### config.mk
export PLATFORM = sky130hd
export DESIGN_NAME = i2s_rx_fifo
export DESIGN_NICKNAME = d
export VERILOG_FILES = /design/src/rtl/i2s_rx_fifo.sv
export SDC_FILE = /design/constraint.sdc
export NUM_CORES = 2
export LEC_CHECK = 0
export BUFFER_PORTS_ARGS = -buffer_cell sky130_fd_sc_hd__buf_4
export CAP_MARGIN = 20
export CORE_UTILIZATION = 35
export CTS_CLUSTER_SIZE = 24
export DETAILED_ROUTE_END_ITERATION = 16
export GPL_TIMING_DRIVEN = 1
export PLACE_DENSITY = 0.53
export SYNTH_ARGS = -nofsm -noshare
export SYNTH_HDL_FRONTEND = slang
export SYNTH_SLANG_ARGS = --single-unit
### constraint.sdc
create_clock -name clk -period 4.77 [get_ports clk]
set_clock_uncertainty 0.05 [all_clocks]
set_input_delay 0.954 -clock clk [delete_from_list [all_inputs] [get_ports clk]]
set_output_delay 0.954 -clock clk [all_outputs]
set_load 0.1 [all_outputs]
### src/rtl/i2s_rx_fifo.sv
// I2S receive front end: synchronised capture, MSB-first deserialiser, channel-tagged FIFO.
// Define I2S_RX_OVERWRITE_EN to discard the oldest word on overflow instead of the newest.
module i2s_rx_fifo #(
  parameter int DATA_W      = 24,
  parameter int DEPTH       = 64,
  parameter int THRESH      = 32,
  parameter int SYNC_STAGES = 2
) (
  input  logic                     clk,
  input  logic                     rst_n,
  input  logic                     enable,
  input  logic                     sck,
  input  logic                     ws,
  input  logic                     sd,
  input  logic                     rd_req,
  output logic [DATA_W-1:0]        rd_data,
  output logic                     rd_ch,
  output logic                     rd_valid,
  output logic [$clog2(DEPTH):0]   level,
  output logic                     irq,
  output logic                     overflow,
  input  logic                     ovf_clr
);

  localparam int AW = $clog2(DEPTH);
  localparam int LW = AW + 1;
  localparam int CW = $clog2(DATA_W + 1);

`ifdef I2S_RX_OVERWRITE_EN
  localparam logic OVERWRITE = 1'b1;
`else
  localparam logic OVERWRITE = 1'b0;
`endif

  typedef enum logic [1:0] {IDLE, SHIFT, WAIT} state_t;

  // Synchronisers for sck (0), ws (1) and sd (2)
  logic [2:0] async_in;
  logic [2:0] sync_out;
  assign async_in = {sd, ws, sck};

  genvar gi;
  generate
    for (gi = 0; gi < 3; gi++) begin : g_sync
      logic [SYNC_STAGES-1:0] stages_reg;
      always_ff @(posedge clk or negedge rst_n) begin
        if (!rst_n) stages_reg <= '0;
        else        stages_reg <= {stages_reg[SYNC_STAGES-2:0], async_in[gi]};
      end
      assign sync_out[gi] = stages_reg[SYNC_STAGES-1];
    end
  endgenerate

  logic sck_s, ws_s, sd_s;
  assign sck_s = sync_out[0];
  assign ws_s  = sync_out[1];
  assign sd_s  = sync_out[2];

  state_t            state_reg, state_next;
  logic              ch_reg, ch_next;
  logic [CW-1:0]     cnt_reg, cnt_next, cnt_inc;
  logic [DATA_W-1:0] shreg_reg, shreg_next, shreg_cap;
  logic              ws_prev_reg, sck_d_reg;
  logic              rise, ws_change, push;

  assign rise      = sck_s & ~sck_d_reg;
  assign ws_change = rise & (ws_s ^ ws_prev_reg);
  assign shreg_cap = {shreg_reg[DATA_W-2:0], sd_s};
  assign cnt_inc   = cnt_reg + CW'(1);

  always_comb begin
    state_next = state_reg;
    ch_next    = ch_reg;
    cnt_next   = cnt_reg;
    shreg_next = shreg_reg;
    push       = 1'b0;
    if (!enable) begin
      state_next = IDLE;
    end else if (rise) begin
      case (state_reg)
        IDLE: begin
          if (ws_change) begin
            ch_next    = ws_s;
            cnt_next   = '0;
            state_next = SHIFT;
          end
        end
        SHIFT: begin
          shreg_next = shreg_cap;
          cnt_next   = cnt_inc;
          if (cnt_inc == CW'(DATA_W)) begin
            push       = 1'b1;
            state_next = WAIT;
          end
          // A ws change after the capture either follows a completed word or drops a partial one
          if (ws_change) begin
            ch_next    = ws_s;
            cnt_next   = '0;
            state_next = SHIFT;
          end
        end
        WAIT: begin
          if (ws_change) begin
            ch_next    = ws_s;
            cnt_next   = '0;
            state_next = SHIFT;
          end
        end
        default: state_next = IDLE;
      endcase
    end
  end

  always_ff @(posedge clk or negedge rst_n) begin
    if (!rst_n) begin
      state_reg   <= IDLE;
      ch_reg      <= 1'b0;
      cnt_reg     <= '0;
      shreg_reg   <= '0;
      ws_prev_reg <= 1'b0;
      sck_d_reg   <= 1'b0;
    end else begin
      state_reg <= state_next;
      ch_reg    <= ch_next;
      cnt_reg   <= cnt_next;
      shreg_reg <= shreg_next;
      sck_d_reg <= sck_s;
      if (rise) ws_prev_reg <= ws_s;
    end
  end

  // FIFO
  logic [DATA_W:0]   mem [DEPTH];
  logic [AW-1:0]     wr_ptr_reg, rd_ptr_reg;
  logic [LW-1:0]     level_reg;
  logic              overflow_reg, rd_valid_reg, rd_ch_reg;
  logic [DATA_W-1:0] rd_data_reg;
  logic              do_pop, full, wr_en, ovf_set, rd_adv;

  assign do_pop  = rd_req & (level_reg != '0);
  assign full    = (level_reg == LW'(DEPTH));
  assign wr_en   = push & (~full | do_pop | OVERWRITE);
  assign ovf_set = push & full & ~do_pop;
  assign rd_adv  = do_pop | (ovf_set & OVERWRITE);

  always_ff @(posedge clk) begin
    if (wr_en) mem[wr_ptr_reg] <= {ch_reg, shreg_cap};
  end

  always_ff @(posedge clk or negedge rst_n) begin
    if (!rst_n) begin
      wr_ptr_reg   <= '0;
      rd_ptr_reg   <= '0;
      level_reg    <= '0;
      overflow_reg <= 1'b0;
      rd_valid_reg <= 1'b0;
      rd_ch_reg    <= 1'b0;
      rd_data_reg  <= '0;
    end else begin
      rd_valid_reg <= do_pop;
      if (do_pop) {rd_ch_reg, rd_data_reg} <= mem[rd_ptr_reg];
      if (wr_en)  wr_ptr_reg <= wr_ptr_reg + AW'(1);
      if (rd_adv) rd_ptr_reg <= rd_ptr_reg + AW'(1);
      level_reg <= level_reg + LW'(wr_en) - LW'(rd_adv);
      if (ovf_set)      overflow_reg <= 1'b1;
      else if (ovf_clr) overflow_reg <= 1'b0;
    end
  end

  assign rd_data  = rd_data_reg;
  assign rd_ch    = rd_ch_reg;
  assign rd_valid = rd_valid_reg;
  assign level    = level_reg;
  assign overflow = overflow_reg;
  assign irq      = (level_reg >= LW'(THRESH));

endmodule
==> out/metrics.cfg <==
[status]
status = completed

[drt]
vias = 31800
wl_met1_mm = 75.3
wl_met3_mm = 10.1
wirelength_mm = 168
ant_nets = 0
firstDrtPassIters = 5
drc = 0
routed-wl-met2_mm = 77.7
wire_per_inst_um = 28.1
routed_via_density = 5.32
highest_layer = met5
drt_iter0_drc = 3280

[global_routing]
grt_use_total = 0.180
antenna_found_initial = 1
grt_pass1_wl_mm = 240
grt_pass1_vias = 31700
grt_remaining_overflow = 0
grt_max_degree = 93

[power_and_ir_drop]
switching_share = 0.314
clockPowerShare = 0.328
switchingPower_mw = 12.2
vdd_drop_max_v = 0.000359
power_density_nw_per_um2 = 524
power_frac_comb = 0.237
seq_power_share = 0.435
p_int_mw = 26.8
power.leakage_nw = 24.2

[layout]
largest_register_ff_count = 1600
drive_gt1_frac = 0.245
n_fill_cell = 16200
fin_nets = 3397
synthToLayoutAreaGrowth_pct = 14.7

[logic_synthesis]
async_flop_share = 0.0504
synth_area_leaders = edfxtp_1 (74%), mux4_2 (8.8%), mux2i_1 (5.1%), dfrtp_1 (3.3%), a221oi_1 (0.65%)
synth_simple_gate_area_frac = 0.0135
ys_seq_area_frac = 0.773
synth_edf_count = 1600
synth_top_area_share = 0.740
synth_commonest_cells = edfxtp_1 (1,600), mux2i_1 (334), mux4_2 (255), nor2_1 (96), dfrtp_1 (85)
synthFlopType = edfxtp_1
syn_avg_cell_area_um2 = 20.5
ys_types = 57
ys_seq_elements = 1685
yosys.area_share.xor_xnor = 0.00229
synth_top_family_by_area = multiplexers
yosysMostFrequentCell = edfxtp_1
synth_nets = 3188
netlist_instances = 3165
ys_warn_count = 0
synthAdderAreaFrac = 0.00301
synth_compound_area_frac = 0.0461
muxShareOfSynthArea = 0.146
synth_top_area_cell = edfxtp_1
synth_area_um2 = 64900

[clock_network]
clk_pin_slew_ps = 60
clk_latency_ps = 790
cts_sinks = 1685
cts_tree = built
cts_made_buffers = 169
cts.htree.levels = 4
hold_buffers = 0
cts_buffer_depth = 3
post-cts-setup-buffer-count = 0
ctsResizeCount = 0
root_buffer = clkbuf_16

[setup_path]
end_kind = flip-flop
critPathMaxStageDelay_ps = 880
crit_top_cell = buf_4
critPathBufInv = 2
cp-start-kind = flip-flop
cp.required_ps = 5360
worstSetupPathType = reg2reg
worst_ep_arrival_time_ps = 4450
crit_chain = buf_4, buf_4, mux4_2, a211oi_1, a21oi_1, a22oi_1, nand2_1
crit_fanout = 32
critical_path.top_delay_family = compound AO/OA/AOI/OAI gates
slowest_stage = dfrtp_4

[die]
die_area_um2 = 187000
ios = 43
die_w_um = 433
rows = 157
coreArea_um2 = 184000
initial_core_util = 0.354
die_height_um = 433

[job]
maxCapViolCount = 0

[placed_design]
io_buffers = 42
hpwl_mm = 97.7
routabilityCongestion = 0.813
dp_slack_ps = 804

[sta]
setup_ws_ps = 911
finalSetupViolCount = 0
slew_viol_final = 0
hold_violations = 0
rsz0062_at_grt = false
relSlewSlack = 0.348
period_needed_ps = 3860
worst_pin_slew_ps = 978
whs_ps = 120
post-route-period-util = 0.809
max_freq_ghz = 0.259
finalSetupTns_ps = 0

[hold_path]
worstHoldPathType = in2async

area by class of cell:
class                           count  area (um2)  area share
Antenna cell                        2        5.00   0.0000672
Inverter                           18        67.6    0.000907
Clock buffer                      231        4690      0.0630
Timing Repair Buffer              227        1880      0.0252
Multi-Input combinational cell   1273       14000       0.187
Clock inverter                     79         611     0.00819
Sequential cell                  1685       50200       0.674
Tap cell                         2464        3080      0.0414
power groups by stage:
stage | Sequential (mW) | Clock [mW] | Combinational (mW)
floorplan | 17.8 | 0 | 5.56
global placement | 17.3 | 0 | 9.34
detailed placement | 17.3 | 0 | 9.33
CTS | 17.0 | 13.1 | 9.35
global route | 17.0 | 13.6 | 9.73
finish | 17.0 | 12.8 | 9.24
worst reg2reg max path: stages (launching register included):
cell	delay, ps
dfrtp_4	880
buf_4	540
buf_4	500
mux4_2	600
a211oi_1	250
a21oi_1	140
a22oi_1	620
nand2_1	120
path summary, 6_finish.rpt:
path	cells after the start	endpoint	startpoint	slack, ps
max	7	rd_data[17]$_DFFE_PN0N_	rd_ptr_reg[0]$_DFFE_PN0N_	910
min	1	shreg_reg[10]$_DFFE_PN0P_	rst_n	120
max reg2reg	7	rd_data[17]$_DFFE_PN0N_	rd_ptr_reg[0]$_DFFE_PN0N_	910
min in group clk	1	g_sync[0].stages_reg[0]$_DFF_PN0_	sck	230
max in group asynchronous	2	ch_reg$_DFFE_PN0P_	rst_n	3410
min reg2reg	0	g_sync[2].stages_reg[1]$_DFF_PN0_	g_sync[2].stages_reg[0]$_DFF_PN0_	310
cell usage in the layout (no fill, tap or decap), types with 7 or more instances in the layout:
master and count:
o221ai_1 25, edfxtp_1 1600, o21ai_0 69, nor2_4 14
buf_4 213, nor2_2 51, nand2_1 51, a221oi_1 48
inv_1 16, clkinv_1 37, clkbuf_8 8, clkbuf_16 176
clkinv_2 23, nand3_1 15, a21oi_1 63, clkbuf_1 47
a211oi_1 42, mux4_2 255, o211ai_1 47, bufinv_16 8
dfrtp_1 55, xor2_1 7, nor2_1 31, ha_1 14
a2111oi_2 11, mux2i_1 334, xnor2_1 10, a22oi_1 31
buf_12 14, a221o_1 17, o2111ai_1 7, mux2_2 34
o22ai_1 41, dfrtp_2 25
metal layers:
layer	GRT usage	vias to the layer above
li1	-	13600
met1	0.260	17000
met2	0.276	1015
met3	0.0280	208
met4	0.0604	2
met5	0	-
metrics by stage:
| step | instances | instance area (um2) | power [mW] | utilization |
|---|---|---|---|---|
| floorplan | 3165 | 64900 | 23.3 | - |
| finish | 5979 | 74500 | 39.0 | 0.406 |
| global route | 5977 | 74500 | 40.3 | 0.406 |
| detailed placement | 5667 | 69200 | 26.7 | 0.377 |
| global placement | 5666 | 69200 | 26.7 | 0.377 |
| CTS | 5977 | 74500 | 39.4 | 0.406 |
cells by family after synthesis:
logic type,after synthesis
compound gates,419
xor+xnor,17
fa+ha+maj,15
buf+inv,207
flops,1685
mux,623
simple gates,199
(Power assumes the default switching activity.)
